### config.mk
export PLATFORM = sky130hd
export DESIGN_NAME = mux_arbiter
export DESIGN_NICKNAME = d
export VERILOG_FILES = /design/src/rtl/mux_arbiter.sv
export SDC_FILE = /design/constraint.sdc
export NUM_CORES = 1
export LEC_CHECK = 0
export CAP_MARGIN = 15
export CORE_ASPECT_RATIO = 1.1
export CORE_MARGIN = 8
export CORE_UTILIZATION = 35
export CTS_CLUSTER_SIZE = 16
export DETAILED_ROUTE_END_ITERATION = 10
export GPL_TIMING_DRIVEN = 0
export PLACE_DENSITY = 0.78
export SLEW_MARGIN = 20
export SYNTH_ARGS = -nofsm -noshare
export SYNTH_HDL_FRONTEND = slang
export SYNTH_SLANG_ARGS = --single-unit
### constraint.sdc
create_clock -name clk -period 4.26 [get_ports clk]
set_clock_uncertainty 0.05 [all_clocks]
set_input_delay 0.639 -clock clk [delete_from_list [all_inputs] [get_ports clk]]
set_output_delay 0.639 -clock clk [all_outputs]
set_load 0.005 [all_outputs]
### src/rtl/mux_arbiter.sv
// mux_arbiter: two-source round-robin arbiter with bounded bursts that owns
// a shared 2:1 mux and registers its output into a single-entry
// valid/ready stage. A word accepted on edge N appears on z_data right
// after edge N. Intended BURST range is 1..15 (cnt is 4 bits wide).

// Plain 2:1 datapath mux shared between the two sources.
module mux #(
    parameter int WIDTH = 32
) (
    input  logic [WIDTH-1:0] a,
    input  logic [WIDTH-1:0] b,
    input  logic             sel,
    output logic [WIDTH-1:0] z
);

    assign z = sel ? b : a;

endmodule

module mux_arbiter #(
    parameter int WIDTH = 32,
    parameter int BURST = 4
) (
    input  logic             clk,
    input  logic             rst_n,
    input  logic             a_valid,
    output logic             a_ready,
    input  logic [WIDTH-1:0] a_data,
    input  logic             b_valid,
    output logic             b_ready,
    input  logic [WIDTH-1:0] b_data,
    output logic             z_valid,
    input  logic             z_ready,
    output logic [WIDTH-1:0] z_data,
    output logic             sel,
    output logic             z_src
);

    localparam logic       SRC_A   = 1'b0;
    localparam logic       SRC_B   = 1'b1;
    localparam logic [3:0] BURST_C = 4'(BURST);

    // Arbitration state: who transferred last and how many in a row.
    logic             last_q, last_d;
    logic [3:0]       cnt_q,  cnt_d;
    // Output register and the held mux select.
    logic             z_valid_q, z_valid_d;
    logic [WIDTH-1:0] z_data_q,  z_data_d;
    logic             z_src_q,   z_src_d;
    logic             sel_q;

    logic             grant;
    logic             grant_vld;
    logic             owner_valid;
    logic             can_load;
    logic             xfer;
    logic [WIDTH-1:0] mux_z;

    // Shared datapath; select follows the grant.
    mux #(.WIDTH(WIDTH)) u_mux (
        .a   (a_data),
        .b   (b_data),
        .sel (sel),
        .z   (mux_z)
    );

    assign owner_valid = (last_q == SRC_B) ? b_valid : a_valid;

    // Grant selection: burst lock, then round-robin, then lone requester.
    always_comb begin
        // NOTE: every output of a combinational block gets a default first,
        // otherwise a path that skips the assignment infers a latch.
        grant     = SRC_A;
        grant_vld = 1'b1;
        if (cnt_q != 4'd0 && cnt_q < BURST_C && owner_valid) begin
            grant = last_q;
        end else if (a_valid && b_valid) begin
            grant = ~last_q;
        end else if (a_valid) begin
            grant = SRC_A;
        end else if (b_valid) begin
            grant = SRC_B;
        end else begin
            grant_vld = 1'b0;
        end
    end

    // With no requester the select keeps its previous value.
    assign sel      = grant_vld ? grant : sel_q;
    assign can_load = !z_valid_q || z_ready;

    // Readys depend only on valids, z_ready and state, never on data;
    // rst_n gates them so nothing is accepted while reset is held.
    assign a_ready = rst_n && grant_vld && (grant == SRC_A) && can_load;
    assign b_ready = rst_n && grant_vld && (grant == SRC_B) && can_load;
    assign xfer    = (a_valid && a_ready) || (b_valid && b_ready);

    // Next-state: load on transfer, drain otherwise; backpressure holds all.
    always_comb begin
        last_d    = last_q;
        cnt_d     = cnt_q;
        z_valid_d = z_valid_q;
        z_data_d  = z_data_q;
        z_src_d   = z_src_q;
        if (xfer) begin
            z_valid_d = 1'b1;
            z_data_d  = mux_z;
            z_src_d   = grant;
            if (grant == last_q && cnt_q < BURST_C) begin
                cnt_d = cnt_q + 4'd1;
            end else begin
                cnt_d  = 4'd1;
                last_d = grant;
            end
        end else if (z_ready) begin
            // Data is left stale; only the valid flag drops.
            z_valid_d = 1'b0;
        end
    end

    // State registers; last resets to B so A wins the first contention.
    always_ff @(posedge clk or negedge rst_n) begin
        if (!rst_n) begin
            last_q    <= SRC_B;
            cnt_q     <= 4'd0;
            z_valid_q <= 1'b0;
            z_data_q  <= '0;
            z_src_q   <= SRC_A;
            sel_q     <= SRC_A;
        end else begin
            // NOTE: registers use non-blocking assignment so every flop
            // samples the pre-edge values regardless of statement order.
            last_q    <= last_d;
            cnt_q     <= cnt_d;
            z_valid_q <= z_valid_d;
            z_data_q  <= z_data_d;
            z_src_q   <= z_src_d;
            sel_q     <= sel;
        end
    end

    assign z_valid = z_valid_q;
    assign z_data  = z_data_q;
    assign z_src   = z_src_q;

endmodule

# Yosys cells after proc, flatten, opt, wreduce, memory -nomap -nowiden
# Index checks and enable logic that the tools add are counted.
[totals]
regBits = 40
inputBits = 69
output_inout_bits = 37
[op_classes]
addsub = 1
magnitude_cmp = 1
eq_ne = 1
n_mux = 13
bitwise = 3
n_reduce_logical = 17
[ops]
columns = ["cell", "n"]
rows = [
  ["$mux 32", 1],
  ["$logic_and 1x1->1", 11],
  ["$mux 1", 11],
  ["$add 4x1->4 const B", 1],
  ["$lt 4x3->1 const B", 1],
  ["$mux 4", 1],
  ["$reduce_bool 4->1", 1],
  ["$not 1->1", 3],
  ["$logic_or 1x1->1", 2],
  ["$reduce_and 2->1", 1],
  ["$reduce_bool 2->1", 1],
  ["$eq 1x1->1", 1],
  ["$logic_not 1->1", 1],
]

# Depth between registers and ports, before layout
# Gate-level depths: netlist of run 1.
[logic_depth]
ltp_word = 10
ltp_mapped = 7
depth_no_buf = 5

# Hierarchy
# Synthesis of run 1 repeated with hierarchy kept, for this count alone.
[hier_totals]
cells_unflattened = 149
area_unflattened_um2 = 2322.2
[modules_own_cells]
columns = ["mod", "instances", "cells_each", "area_each_um2", "seq_area_each_um2"]
rows = [
  ["mux_arbiter", 1, 113, 1778.0, 1002.2],
  ["mux", 1, 36, 544.3, 0.0],
]

# Least setup slack after synthesis of run 1
# No wires, ideal clock.
[synth_path]
kind = "register to output"
startpoint = "reg cnt_q[0]"
endpoint = "out a_ready"
t_arrival_ns = 1.685
path_slack_ns = 1.886
stages_incl_launch_ff = 7
n_path_buf = 1
cell_sequence = "dfrtp_1 > inv_1 > ha_1 > or4_1 > buf_2 > a21boi_1 > o21a_1"
[synth_via]
elab_chain_cells = 7
[synth_lines]
columns = ["element", "line", "text"]
rows = [
  ["start, declared", "45", "logic [3:0] cnt_q, cnt_d;"],
  ["start signal, assigned", "134", "cnt_q <= cnt_d;"],
  ["$lt 4x3->1 / $reduce_bool 4->1 (equally long branches)", "75", "if (cnt_q != 4'd0 && cnt_q < BURST_C && owner_valid) begin"],
  ["$logic_and 1x1->1 (*) (2 in series)", "75", ""],
  ["$mux 1", "75", ""],
  ["$logic_and 1x1->1 / $not 1->1 (equally long branches)", "94", "assign a_ready = rst_n && grant_vld && (grant == SRC_A) && can_load;"],
  ["$logic_and 1x1->1 (*) (2 in series)", "94", ""],
  ["end, declared", "27", "output logic a_ready,"],
]
# Mark *: on every way between the ends. The rest lies on a longest branch, timed or not.

# Final worst setup path of run 1
[layout_path]
startpoint = "in z_ready"
endpoint = "out a_ready"
[layout_via]
elab_chain_cells = 2
[layout_lines]
columns = ["element", "line", "text"]
rows = [
  ["start, declared", "33", "input logic z_ready,"],
  ["$logic_or 1x1->1", "90", "assign can_load = !z_valid_q || z_ready;"],
  ["$logic_and 1x1->1", "94", ""],
]
# No other way between the ends.

==> results of run 1 <==
[area by class of cell]
| cell class | count | area [um2] | share of cell area, % |
|---|---|---|---|
| Multi-Input combinational cell | 196 | 1350 | 35.3 |
| Timing Repair Buffer | 106 | 1070 | 27.9 |
| Sequential cell | 40 | 1000 | 26.2 |
| Buffer | 36 | 165 | 4.32 |
| Tap cell | 85 | 106 | 2.78 |
| Clock buffer | 7 | 96.3 | 2.52 |
| Clock inverter | 1 | 30.0 | 0.785 |
| Inverter | 3 | 11.3 | 0.294 |
[cell families after synthesis]
group	Yosys count	share of synthesized area, %
simple gates	48	11.6
buf+inv	39	6.98
fa+ha+maj	2	0.989
compound gates	146	40.8
flops	40	39.6
[per-stage QoR]
| step | TNS (ps) | hold WS (ps) | utilization, % | instance area (um2) |
|---|---|---|---|---|
| detailed placement | 0 | 457 | 52.8 | 3700 |
| CTS | 0 | 238 | 54.6 | 3830 |
| global route | 0 | 248 | 54.6 | 3830 |
| floorplan | 0 | 293 | - | 2530 |
| finish | 0 | 229 | 54.6 | 3830 |
| global placement | -750 | 433 | 52.6 | 3690 |
[power by group]
part,switching (uW),internal (uW),total [uW],leakage [uW]
clock,135,207,342,0.0000645
combinational,449,452,901,0.000847
sequential,79.3,496,576,0.000451
total,664,1150,1820,0.00136
[layer usage]
metal / global-route usage, % / wire length, um / up-vias
met3: 4.81 / 611 / 8
met2: 29.4 / 4580 / 98
met5: 0 / 0 / -
li1: - / - / 1320
met1: 20.5 / 3820 / 1351
met4: 5.83 / 98 / 0
[state kept, by name, summed over array words and instances, names as in the netlist]
name and flops:
cnt_q 4, last_q 1, sel_q 1, z_data 32
z_src 1, z_valid 1
[worst max-delay path by stage]
stage                         end  slack, ps  startpoint
after floorplan           a_ready       1890    cnt_q[0]
after global placement    a_ready       -750       rst_n
after detailed placement  a_ready        530     z_ready
after CTS                 a_ready        520     z_ready
after global routing      a_ready        340     z_ready
final                     a_ready        540     z_ready
[synthesized netlist by cell type]
cell type	n
nand2_1	3
a32oi_1	32
or2_2	1
a311o_1	1
o311ai_0	1
buf_2	6
a31oi_1	33
or4b_2	1
and2_1	34
o21ba_2	2
o31ai_2	1
nand2b_1	1
o41ai_2	1
nand3_1	4
o21ai_0	1
clkbuf_1	27
nand3b_1	2
dfrtp_1	39
ha_1	2
buf_6	3
o21a_1	2
inv_1	3
o211ai_1	32
a21boi_1	1
o2bb2ai_1	2
o31a_1	1
or4_1	1
o21bai_1	1
o22ai_1	1
nor2_1	1
a21oi_1	34
dfstp_2	1
==> impl_metrics.env, run 1 <==
export IMPL_wl_mm=9.11
export IMPL_min_period_ps=3720
export IMPL_cp_depth=8
export IMPL_ir_drop_mv=0.241
export IMPL_worst_path_most_repeated_cell="clkbuf_1"
export IMPL_worst_ep_required_time_ps=3570
export IMPL_fp_row_count=32
export IMPL_outcome="complete, no violations"
export IMPL_dp_cells=466
export IMPL_syn_num_nets=346
export IMPL_netlist_area_um2=2530
export IMPL_dp_slack_ps=529
export IMPL_rrSetupSlack_ps=2010
export IMPL_hpwl_mm=6.68
export IMPL_die_area_um2=10200
export IMPL_num_antenna_cells=0
export IMPL_first_pass_iters=4
export IMPL_drt_iter0_drc=170
export IMPL_setup_viol=0
export IMPL_slew_viol_final=0
export IMPL_crit_chain="clkdlybuf4s50_1 > nand2b_1 > clkbuf_1 > and2_1 > clkbuf_1 > clkbuf_1 > o21a_1 > clkdlybuf4s50_1"
export IMPL_max_slew_margin_rel_pct=55.8
export IMPL_rr_startpoint="cnt_q[0]"
export IMPL_grt_pass1_wl_mm=14.9
export IMPL_fin_nets=459
export IMPL_cp_slowest_cell="clkdlybuf4s50_1"
export IMPL_critPathCaptureType="output pin"
export IMPL_ios=106
export IMPL_fmax_mhz=269
export IMPL_yosysTopAreaCell="dfrtp_1"
export IMPL_grt_max_degree=25
export IMPL_core_um2=7010
export IMPL_postRouteAntennaNets=0
export IMPL_drive_gt1_share_pct=6.68
export IMPL_num_vias=2777
export IMPL_area_growth_pct=51.4
export IMPL_clkTransAtPathRegs_ps=80
export IMPL_synthTopCellsByArea="dfrtp_1 39%, a32oi_1 11%, o211ai_1 9.5%"
export IMPL_port_buffers=105
export IMPL_critPathMaxFanout=10
export IMPL_cp_start_kind="input port"
export IMPL_final_common_cell="clkdlybuf4s50_1"
export IMPL_post_cts_buffers=0
export IMPL_drc=0
export IMPL_hp_class="input port to async pin"
export IMPL_critPathTopFamily="buffers and inverters"
export IMPL_mostFrequentLayoutCells="104 x clkdlybuf4s50_1, 39 x dfrtp_1, 34 x and2_1, 34 x a21oi_1, 33 x a31oi_1"
export IMPL_die_x_um=97.0
export IMPL_cts_resized=0
export IMPL_rsz0062_at_grt="no"
export IMPL_syn_area_per_cell_um2=9.20
export IMPL_arrival_ps=3030
export IMPL_cts_sinks=40
export IMPL_synth_seq_cells=40
export IMPL_power_density_nw_per_um2=475
export IMPL_finalPower_uw=1820
export IMPL_ctsHoldBuffers=0
export IMPL_yosysUniqueCellTypes=32
export IMPL_rr_worst_depth=6
export IMPL_cts_buffers=5
export IMPL_maxCapViolCount=0
export IMPL_fin_cells=474
export IMPL_place_gp_congestion=0.789
export IMPL_cts_tree="built"
export IMPL_synth_cells=275
export IMPL_critPathKind="input port to output pin"
export IMPL_fin_ws_ps=543
export IMPL_post_route_period_util_pct=87.3
export IMPL_via_per_inst=5.86
export IMPL_yosys_area_top_type_share_pct=38.6
export IMPL_seq_area_frac_synth_pct=39.6
export IMPL_start_util_pct=36.1
export IMPL_p_leak_uw=0.00136
export IMPL_max_stage_delay_ps=500
export IMPL_cts_max_level=2
export IMPL_cts_root_buf="clkbuf_8"
export IMPL_tightest_slew_ps=655
export IMPL_track_usage_pct=17.3
export IMPL_yosysWarnings=0
export IMPL_grt_remaining_overflow=0
export IMPL_die_h_um=105
export IMPL_routedWlPerCell_um=19.2
export IMPL_grt_pass1_vias=2991
export IMPL_critPathBufInv=5
export IMPL_cts_max_path_buffers=2
export IMPL_hold_violations=0
export IMPL_nFillCells=666
export IMPL_antenna_found_initial=0
export IMPL_clk_latency_ps=290
export IMPL_r2r_end="z_data[18]"
Power figures use the tool's default switching activity.
==> run 2, diff against run 1 <==
CAP_MARGIN = 5   (was 15)
==> results of run 2 <==
Final layout, timing and power as in run 1 (identical DEF).
==> run 3, diff against run 2 <==
CORE_MARGIN = default   (was 8)
SLEW_MARGIN = 40   (was 20)
==> run 3 against run 2 <==
Effect of this change:
- largest cell class unchanged
- critical endpoint unchanged
- critical path depth stayed put
- global-route usage is 4.0 points higher
- sequential power hardly changed
- final cell count is 0.42% lower
==> impl_metrics.env, run 3 (same netlist as run 1, synthesis figures left out) <==
export IMPL_clkTransAtPathRegs_ps=80
export IMPL_critPathKind="input port to output pin"
export IMPL_die_area_um2=7570
export IMPL_maxCapViolCount=0
export IMPL_dp_cells=465
export IMPL_p_seq_share_pct=34.0
export IMPL_p_int_uw=1060
export IMPL_start_util_pct=36.1
export IMPL_fin_nets=458
export IMPL_fmax_mhz=267
export IMPL_ctsHoldBuffers=0
export IMPL_clkPwrFrac_pct=14.3
export IMPL_cp_start_kind="input port"
export IMPL_power_density_nw_per_um2=451
export IMPL_grt_pass1_vias=2791
export IMPL_arrival_ps=3060
export IMPL_worst_ep_required_time_ps=3570
export IMPL_die_x_um=83.0
export IMPL_p_sw_share_pct=37.7
export IMPL_critPathCaptureType="output pin"
export IMPL_ir_drop_mv=0.190
export IMPL_cts_max_path_buffers=2
export IMPL_max_slew_margin_rel_pct=57.9
export IMPL_cts_tree="built"
export IMPL_post_route_period_util_pct=87.9
export IMPL_wl_mm=8.01
export IMPL_drc=0
export IMPL_cts_sinks=40
export IMPL_post_cts_buffers=0
export IMPL_num_antenna_cells=0
export IMPL_outcome="complete, no violations"
export IMPL_critPathMaxFanout=10
export IMPL_postRouteAntennaNets=0
export IMPL_port_buffers=105
export IMPL_drt_iter0_drc=163
export IMPL_routedWlPerCell_um=17.0
export IMPL_cts_resized=0
export IMPL_area_growth_pct=48.7
export IMPL_mostFrequentLayoutCells="104 x clkdlybuf4s50_1, 39 x dfrtp_1, 34 x and2_1, 34 x a21oi_1, 33 x a31oi_1"
export IMPL_die_h_um=91.1
export IMPL_hold_violations=0
export IMPL_track_usage_pct=21.4
export IMPL_tightest_slew_ps=625
export IMPL_hp_class="input port to async pin"
export IMPL_cts_buffers=5
export IMPL_via_per_inst=5.94
export IMPL_largest_reg_flops=32
export IMPL_power_switching_uw=640
export IMPL_first_pass_iters=4
export IMPL_cts_max_level=2
export IMPL_antenna_found_initial=0
export IMPL_clk_latency_ps=290
export IMPL_rsz0062_at_grt="no"
export IMPL_fp_row_count=32
export IMPL_final_setup_tns_ps=0
export IMPL_drive_gt1_share_pct=5.94
export IMPL_fin_cells=472
export IMPL_min_period_ps=3740
export IMPL_cts_root_buf="clkbuf_8"
export IMPL_pwr_share_comb_pct=51.8
export IMPL_grt_remaining_overflow=0
export IMPL_p_leak_uw=0.00133
export IMPL_final_common_cell="clkdlybuf4s50_1"
export IMPL_hpwl_mm=5.71
export IMPL_ios=106
export IMPL_core_um2=7010
export IMPL_grt_pass1_wl_mm=13.2
export IMPL_grt_max_degree=43
export IMPL_num_vias=2805
export IMPL_slew_viol_final=0
export IMPL_place_gp_congestion=0.746
export IMPL_setup_viol=0
run 3: changes by cell type in the layout (fill, tap and decap cells not counted), sizes merged:
cell and change:
buf -1, bufinv -1, clkbuf -1, clkinv +1
run 3: through the flow:
step	power, uW	worst slack, ps	hold slack (ps)	util (%)	instance area, um2
floorplan	1040	1890	293	-	2530
global placement	1440	-771	435	52.6	3690
detailed placement	1460	514	442	52.6	3680
CTS	1700	495	307	53.7	3760
global route	1810	361	332	53.7	3760
finish	1700	515	290	53.7	3760
run 3: power by group through the flow:
stage / logic (uW) / registers, uW / clock network [uW]
finish: 878 / 577 / 242
floorplan: 465 / 578 / 0
global placement: 859 / 580 / 0
CTS: 875 / 577 / 246
detailed placement: 874 / 581 / 0
global route: 962 / 593 / 258
run 3: worst paths after layout:
kind                          start    endpoint  slack, ps  cells past startpoint
max                         z_ready     a_ready        520                      8
min                           rst_n  z_data[31]        290                      1
max reg2reg                cnt_q[0]  z_data[12]       2040                      6
min reg2reg                   z_src       z_src        460                      1
max in group asynchronous     rst_n      last_q       3490                      1
min in group clk              z_src       z_src        460                      1
run 3: critical path: stages:
cell and delay, ps:
clkdlybuf4s50_1 450, nand2b_1 90, clkbuf_1 250, and2_1 170, clkbuf_1 310, clkbuf_1 430, o21a_1 200, clkdlybuf4s50_1 510
run 3: cell type report:
cell class / count / area (um2)
Inverter: 3 / 11.3
Multi-Input combinational cell: 196 / 1350
Fill cell: 641 / 3250
Tap cell: 85 / 106
Clock inverter: 1 / 5.00
Clock buffer: 6 / 72.6
Timing Repair Buffer: 105 / 1050
Sequential cell: 40 / 1000
Buffer: 36 / 165
run 3: metal layers:
metal	GRT usage (%)	up-vias	share of wire, %
li1	-	1320	-
met1	27.4	1341	43
met2	35.8	128	49
met3	3.91	16	6.5
met4	7.90	0	1.9
met5	0	-	0
